### config.mk
export PLATFORM = sky130hd
export DESIGN_NAME = uart_rx_flat
export DESIGN_NICKNAME = d
export VERILOG_FILES = /design/src/rtl/uart_rx_if.sv /design/src/rtl/uart_rx.sv /design/src/flat_wrapper.sv
export SDC_FILE = /design/constraint.sdc
export NUM_CORES = 1
export LEC_CHECK = 0
export CAP_MARGIN = 15
export CORE_MARGIN = 4
export CORE_UTILIZATION = 35
export CTS_CLUSTER_DIAMETER = 200
export DETAILED_ROUTE_END_ITERATION = 6
export GPL_TIMING_DRIVEN = 0
export PLACE_DENSITY = 0.65
export SKIP_CTS_REPAIR_TIMING = 1
export SYNTH_ARGS = -nofsm -noshare
export SYNTH_HDL_FRONTEND = slang
export SYNTH_SLANG_ARGS = --single-unit
export TNS_END_PERCENT = 1
### constraint.sdc
create_clock -name CLK -period 2 [get_ports CLK]
set_input_delay 0.2 -clock CLK [delete_from_list [all_inputs] [get_ports CLK]]
set_output_delay 0.2 -clock CLK [all_outputs]
set_load 0.02 [all_outputs]
### src/rtl/uart_rx_if.sv
// -----------------------------------------------------------------------------
// uart_rx_if
//
// Purpose : Host-side register interface of the UART receiver. The receiver
//           presents the received byte and its status flags; the host
//           acknowledges consumption of the byte with a one-cycle strobe
//           generated by the MMIO read of the data address.
//
// Signals :
//   RD_ACK      host -> uart  one-cycle strobe, consumes the held byte
//   DATA[7:0]   uart -> host  last received byte, stable until the next
//                             valid frame
//   DATA_READY  uart -> host  an unconsumed byte is held in DATA
//   RX_INT      uart -> host  one-cycle pulse per valid frame
//   FRAME_ERR   uart -> host  sticky, a stop bit was sampled low
//   OVERRUN     uart -> host  sticky, a byte was overwritten unconsumed
//
// Modports:
//   master  host / MCU side (drives RD_ACK)
//   slave   receiver side (drives data and status)
// -----------------------------------------------------------------------------
interface uart_rx_if;
    logic       RD_ACK;
    logic [7:0] DATA;
    logic       DATA_READY;
    logic       RX_INT;
    logic       FRAME_ERR;
    logic       OVERRUN;

    modport master (
        output RD_ACK,
        input  DATA,
        input  DATA_READY,
        input  RX_INT,
        input  FRAME_ERR,
        input  OVERRUN
    );

    modport slave (
        input  RD_ACK,
        output DATA,
        output DATA_READY,
        output RX_INT,
        output FRAME_ERR,
        output OVERRUN
    );
endinterface

### src/rtl/uart_rx.sv
// -----------------------------------------------------------------------------
// uart_rx
//
// Purpose : 8N1 UART receiver with a one-byte holding register, a one-cycle
//           receive interrupt pulse and sticky framing-error / overrun flags.
//           The start bit is qualified at its middle (HALF_BIT cycles after
//           the edge); every following bit is sampled one full bit period
//           later, i.e. near its centre.
//
// Parameters:
//   CLKS_PER_BIT  clock cycles per serial bit
//   HALF_BIT      cycles from the start-bit edge to the start-bit check
//
// Ports   :
//   CLK   input   system clock, all state on the rising edge
//   RST   input   asynchronous, active-high reset
//   RX    input   serial line, idle high, asynchronous to CLK
//   bus   slave   host interface (RD_ACK in; DATA, DATA_READY, RX_INT,
//                 FRAME_ERR, OVERRUN out)
// -----------------------------------------------------------------------------
module uart_rx #(
    parameter int CLKS_PER_BIT = 868,
    parameter int HALF_BIT     = CLKS_PER_BIT / 2
) (
    input  logic     CLK,
    input  logic     RST,
    input  logic     RX,
    uart_rx_if.slave bus
);

    localparam int CNT_W = (CLKS_PER_BIT > 1) ? $clog2(CLKS_PER_BIT) : 1;

    localparam logic [CNT_W-1:0] BIT_LAST  = CNT_W'(CLKS_PER_BIT - 1);
    localparam logic [CNT_W-1:0] HALF_LAST = CNT_W'(HALF_BIT - 1);

    typedef enum logic [1:0] {
        ST_IDLE  = 2'd0,
        ST_START = 2'd1,
        ST_DATA  = 2'd2,
        ST_STOP  = 2'd3
    } state_t;

    // -------------------------------------------------------------------------
    // Registers
    // -------------------------------------------------------------------------
    logic             r_rx_meta;
    logic             r_rx_sync;
    state_t           r_state;
    logic [CNT_W-1:0] r_cnt;
    logic [2:0]       r_idx;
    logic [7:0]       r_shift;
    logic             r_armed;
    logic [7:0]       r_data;
    logic             r_ready;
    logic             r_int;
    logic             r_fe;
    logic             r_ov;

    // -------------------------------------------------------------------------
    // Next-state values
    // -------------------------------------------------------------------------
    state_t           w_state_next;
    logic [CNT_W-1:0] w_cnt_next;
    logic [2:0]       w_idx_next;
    logic [7:0]       w_shift_next;
    logic             w_armed_next;
    logic [7:0]       w_data_next;
    logic             w_ready_next;
    logic             w_int_next;
    logic             w_fe_next;
    logic             w_ov_next;

    logic             w_bit_done;
    logic             w_half_done;

    assign w_bit_done  = (r_cnt == BIT_LAST);
    assign w_half_done = (r_cnt == HALF_LAST);

    // -------------------------------------------------------------------------
    // Two-flop synchronizer. Both stages reset to the idle (high) level so a
    // reset release never looks like a falling edge on a quiet line.
    // -------------------------------------------------------------------------
    always_ff @(posedge CLK or posedge RST) begin
        if (RST) begin
            r_rx_meta <= 1'b1;
            r_rx_sync <= 1'b1;
        end else begin
            r_rx_meta <= RX;
            r_rx_sync <= r_rx_meta;
        end
    end

    // -------------------------------------------------------------------------
    // State register
    // -------------------------------------------------------------------------
    always_ff @(posedge CLK or posedge RST) begin
        if (RST) begin
            r_state <= ST_IDLE;
            r_cnt   <= '0;
            r_idx   <= 3'd0;
            r_shift <= 8'h00;
            r_armed <= 1'b1;
            r_data  <= 8'h00;
            r_ready <= 1'b0;
            r_int   <= 1'b0;
            r_fe    <= 1'b0;
            r_ov    <= 1'b0;
        end else begin
            r_state <= w_state_next;
            r_cnt   <= w_cnt_next;
            r_idx   <= w_idx_next;
            r_shift <= w_shift_next;
            r_armed <= w_armed_next;
            r_data  <= w_data_next;
            r_ready <= w_ready_next;
            r_int   <= w_int_next;
            r_fe    <= w_fe_next;
            r_ov    <= w_ov_next;
        end
    end

    // -------------------------------------------------------------------------
    // Next-state and output logic
    // -------------------------------------------------------------------------
    always_comb begin
        w_state_next = r_state;
        w_cnt_next   = r_cnt;
        w_idx_next   = r_idx;
        w_shift_next = r_shift;
        w_armed_next = r_armed;
        w_data_next  = r_data;
        w_ready_next = r_ready;
        w_int_next   = 1'b0;
        w_fe_next    = r_fe;
        w_ov_next    = r_ov;

        // A host read clears the status; a frame completing in the same
        // cycle is applied afterwards so the new byte wins.
        if (bus.RD_ACK) begin
            w_ready_next = 1'b0;
            w_fe_next    = 1'b0;
            w_ov_next    = 1'b0;
        end

        case (r_state)
            ST_IDLE: begin
                w_cnt_next = '0;
                w_idx_next = 3'd0;
                // A start needs a high-to-low transition: after a frame that
                // ended with the line stuck low, the line must first return
                // high before another frame can begin.
                if (!r_rx_sync && r_armed) begin
                    w_state_next = ST_START;
                    w_armed_next = 1'b0;
                end else if (r_rx_sync) begin
                    w_armed_next = 1'b1;
                end
            end

            ST_START: begin
                if (w_half_done) begin
                    w_cnt_next = '0;
                    // Line back high at mid start bit: a glitch, no flags.
                    if (!r_rx_sync) begin
                        w_state_next = ST_DATA;
                    end else begin
                        w_state_next = ST_IDLE;
                    end
                end else begin
                    w_cnt_next = r_cnt + 1'b1;
                end
            end

            ST_DATA: begin
                if (w_bit_done) begin
                    w_cnt_next          = '0;
                    w_shift_next[r_idx] = r_rx_sync;
                    if (r_idx == 3'd7) begin
                        w_idx_next   = 3'd0;
                        w_state_next = ST_STOP;
                    end else begin
                        w_idx_next = r_idx + 3'd1;
                    end
                end else begin
                    w_cnt_next = r_cnt + 1'b1;
                end
            end

            ST_STOP: begin
                if (w_bit_done) begin
                    w_cnt_next   = '0;
                    // Leave at the centre of the stop bit so the next start
                    // edge, half a bit later, is seen from IDLE.
                    w_state_next = ST_IDLE;
                    if (r_rx_sync) begin
                        w_data_next  = r_shift;
                        w_ready_next = 1'b1;
                        w_int_next   = 1'b1;
                        if (r_ready && !bus.RD_ACK) begin
                            w_ov_next = 1'b1;
                        end
                    end else begin
                        w_fe_next = 1'b1;
                    end
                end else begin
                    w_cnt_next = r_cnt + 1'b1;
                end
            end

            default: begin
                w_state_next = ST_IDLE;
                w_cnt_next   = '0;
                w_idx_next   = 3'd0;
            end
        endcase
    end

    // -------------------------------------------------------------------------
    // Outputs
    // -------------------------------------------------------------------------
    assign bus.DATA       = r_data;
    assign bus.DATA_READY = r_ready;
    assign bus.RX_INT     = r_int;
    assign bus.FRAME_ERR  = r_fe;
    assign bus.OVERRUN    = r_ov;

endmodule

### src/flat_wrapper.sv
// flat-port wrapper written by rule: the top's interface ports become plain ports
module uart_rx_flat 
#(
    parameter int CLKS_PER_BIT = 868,
    parameter int HALF_BIT     = CLKS_PER_BIT / 2
)
  (CLK, RST, RX, bus_RD_ACK, bus_DATA, bus_DATA_READY, bus_RX_INT, bus_FRAME_ERR, bus_OVERRUN);
  uart_rx_if bus_i ();
  input  logic CLK;
  input  logic RST;
  input  logic RX;
  input wire logic [$bits(bus_i.RD_ACK)-1:0] bus_RD_ACK;
  output wire logic [$bits(bus_i.DATA)-1:0] bus_DATA;
  output wire logic [$bits(bus_i.DATA_READY)-1:0] bus_DATA_READY;
  output wire logic [$bits(bus_i.RX_INT)-1:0] bus_RX_INT;
  output wire logic [$bits(bus_i.FRAME_ERR)-1:0] bus_FRAME_ERR;
  output wire logic [$bits(bus_i.OVERRUN)-1:0] bus_OVERRUN;
  assign bus_i.RD_ACK = bus_RD_ACK;
  assign bus_DATA = bus_i.DATA;
  assign bus_DATA_READY = bus_i.DATA_READY;
  assign bus_RX_INT = bus_i.RX_INT;
  assign bus_FRAME_ERR = bus_i.FRAME_ERR;
  assign bus_OVERRUN = bus_i.OVERRUN;
  uart_rx #(.CLKS_PER_BIT(CLKS_PER_BIT), .HALF_BIT(HALF_BIT)) u_core (.CLK(CLK), .RST(RST), .RX(RX), .bus(bus_i));
endmodule
==> metrics <==
status=complete, but fails checks; failing checks=setup timing; worst hold stages=1; final core occ=0.475; ys async rst share=1.00; layout cells sized above 1=0.257; Power Total=1.91 mW; Slowest-stage cell, CP=or4_1; most frequent cell after synthesis=dfrtp_1; Longest Clk Path Bufs=2; Tcrit/Tclk final=1.07; total CTS buffers=5; Hold Startpoint=RX; synth-to-layout area growth=26.9%; Crit path depth=5; drt drc=0; Worst-Margin Slew=0.921 ns; TritonCTS sink count=38; Synth area leader=dfrtp_1; worst skew pair latency=0.29 ns; ant diodes=0; crit-path cells=or2_1 -> or4_1 -> buf_6 -> or4_4 -> mux2_4; Final Max Tran Viols=0; first-pass GRT wire length=5.27 mm; Area after DPL=1930 sq um; GRT Total Usage=0.110; Critical Path End Type=flip-flop; EDFF count, synth=0; root buffer cell=clkbuf_8; die height=77.1 microns; total grt overflow=0; hold crit path type=primary input to flip-flop; Synth Flop Type=dfrtp_1; Die W=77.1 microns; Floorplan Core Area=4470 sq um; syn nets=149; Synth Cell Area=1670 sq um; fillcell total=413; CP top delay family=simple AND/OR/NAND/NOR gates; dpl cells=209; Max Cap Violations=0; Max VDD drop=0.000609 V; final setup fails=7; min Tclk post-route=2.14 ns; 1st-iter DRT viols=62; PortBufs=15; Ys Warns=0; Vias=1,192; sequential area share after synthesis=0.571; final setup margin=-0.144 ns; Worst EP arrival=2.33 ns; Die ar.=5950 sq um; PwrDens=899 nW/um^2; commonest cells in the netlist=dfrtp_1 (35), mux2_2 (16), nor2_1 (16); Synth cell types=31; CP max stage delay=0.49 ns; Worst-path clk slew=0.07 ns; via/cell ratio=5.35; WL final=3.18 mm; # rows=24; Final ANT Viol Nets=0; H-tree levels=2; routability cong.=0.848; wire length per cell=14.3 microns; relative slew slack=0.385; Synth top area share=0.524; Mapped Avg Cell Area=11.9 sq um; Gate Count Post-Synth=141; nets=179; Final Hold Viols=0; largest net degree at the start of global routing=24; initial antenna violation count=0; fin area=2120 sq um; Yosys reg bits=38; Critical Path Source Type=flip-flop; Post-DP HPWL=2.14 mm; post-route non-filler standard cell count=223; DR pass1 iterations=5; Critical Path RT=2.18 ns; io pins=16; crit-path max FO=5; Clock Skews=0.00434 ns; P_leak=0.971 nW; CP Buf/Inv Count=1; critical path type=flip-flop to flip-flop; initial core utilization=0.374; synth top area cells=dfrtp_1 (52%), mux2_2 (11%), dfstp_2 (4.7%); TritonCTS clock tree=done; Setup WS pre-CTS=-0.548 ns; Peak Freq=466 MHz; R2R depth=5; vias in the first global route=1,188; RSZ-0062 raised after global routing=yes; worst r2r src=u_core.r_cnt[3]; CP startpoint=u_core.r_cnt[3]
final timing paths:
| kind | endpoint | slack [ns] |
|---|---|---|
| min in group asynchronous | u_core.bus.DATA[4] | 0.41 |
| max | u_core.r_shift[5] | -0.14 |
| min reg2reg | u_core.r_rx_sync | 0.36 |
| max in group asynchronous | u_core.r_armed | 0.92 |
| min | u_core.r_rx_meta | 0.31 |
| max reg2reg | u_core.r_shift[5] | -0.14 |
cell type report:
class,count,area (sq um),area share
clock inverter,1,30.0,0.0141
buffer,5,27.5,0.0130
multi-input combinational,92,707,0.333
clock buffer,6,82.6,0.0389
inverter,6,22.5,0.0106
sequential,38,958,0.451
tap,52,65.1,0.0306
timing repair buffer,23,230,0.108
through the flow:
| stage | hold WS, ns | setup TNS [ns] |
|---|---|---|
| floorplan | 0.204 | -0.102 |
| global placement | 0.347 | -8.53 |
| detailed placement | 0.347 | -8.37 |
| CTS | 0.309 | -8.92 |
| global route | 0.313 | -1.72 |
| finish | 0.312 | -0.248 |
cell usage in the layout (no fill, tap or decap), types with 2 or more instances in the layout:
cell | synthesis | routed
nand3_1 | 7 | 7
xnor2_1 | 3 | 3
nor2b_1 | 2 | 2
clkbuf_1 | 4 | 3
clkdlybuf4s50_1 | 0 | 15
nor4_1 | 4 | 3
mux2_2 | 16 | 16
inv_1 | 6 | 6
a21o_1 | 2 | 2
nand4_1 | 6 | 6
dfrtp_2 | 0 | 3
ha_1 | 4 | 3
nor2_1 | 16 | 16
xor2_1 | 5 | 5
nand4b_1 | 2 | 2
clkbuf_8 | 0 | 6
and3_1 | 3 | 3
buf_4 | 0 | 7
dfstp_2 | 3 | 3
nand2b_1 | 2 | 2
and4_1 | 2 | 2
a32o_1 | 2 | 2
nand2_1 | 4 | 4
dfrtp_1 | 35 | 32
logic make-up after synthesis:
kind of cell               count (synthesis)  share of synthesized area
and+or+nand+nor                           52                      0.168
buffers and inverters                     11                     0.0254
adders and majority gates                  4                     0.0299
DFF                                       38                      0.571
xor gates and xnor gates                   8                     0.0419
muxes                                     17                      0.114
AOI/OAI and AO/OA                         11                     0.0501
sequential cells by signal, summed over array words and instances, names as in the netlist, named ones only:
| signal | cells |
|---|---|
| u_core.bus.OVERRUN | 1 |
| u_core.r_shift | 8 |
| u_core.r_idx | 3 |
| u_core.bus.DATA | 8 |
| u_core.r_rx_meta | 1 |
| u_core.bus.FRAME_ERR | 1 |
| u_core.r_state | 1 |
| u_core.bus.DATA_READY | 1 |
| u_core.r_cnt | 10 |
| u_core.bus.RX_INT | 1 |
| u_core.r_rx_sync | 1 |
| u_core.r_armed | 1 |
power breakdown:
group / switching [mW] / internal (mW) / total, mW
Combinational: 0.166 / 0.174 / 0.340
Sequential: 0.0641 / 0.845 / 0.909
Clock: 0.260 / 0.399 / 0.659
routing by layer:
layer	vias up	track usage	share of wire
met5	-	0	0
met4	0	0.0552	0.018
met3	7	0.0328	0.040
met2	25	0.185	0.51
met1	600	0.128	0.43
li1	560	-	-
Note: power is estimated with default switching activity, not from simulation.
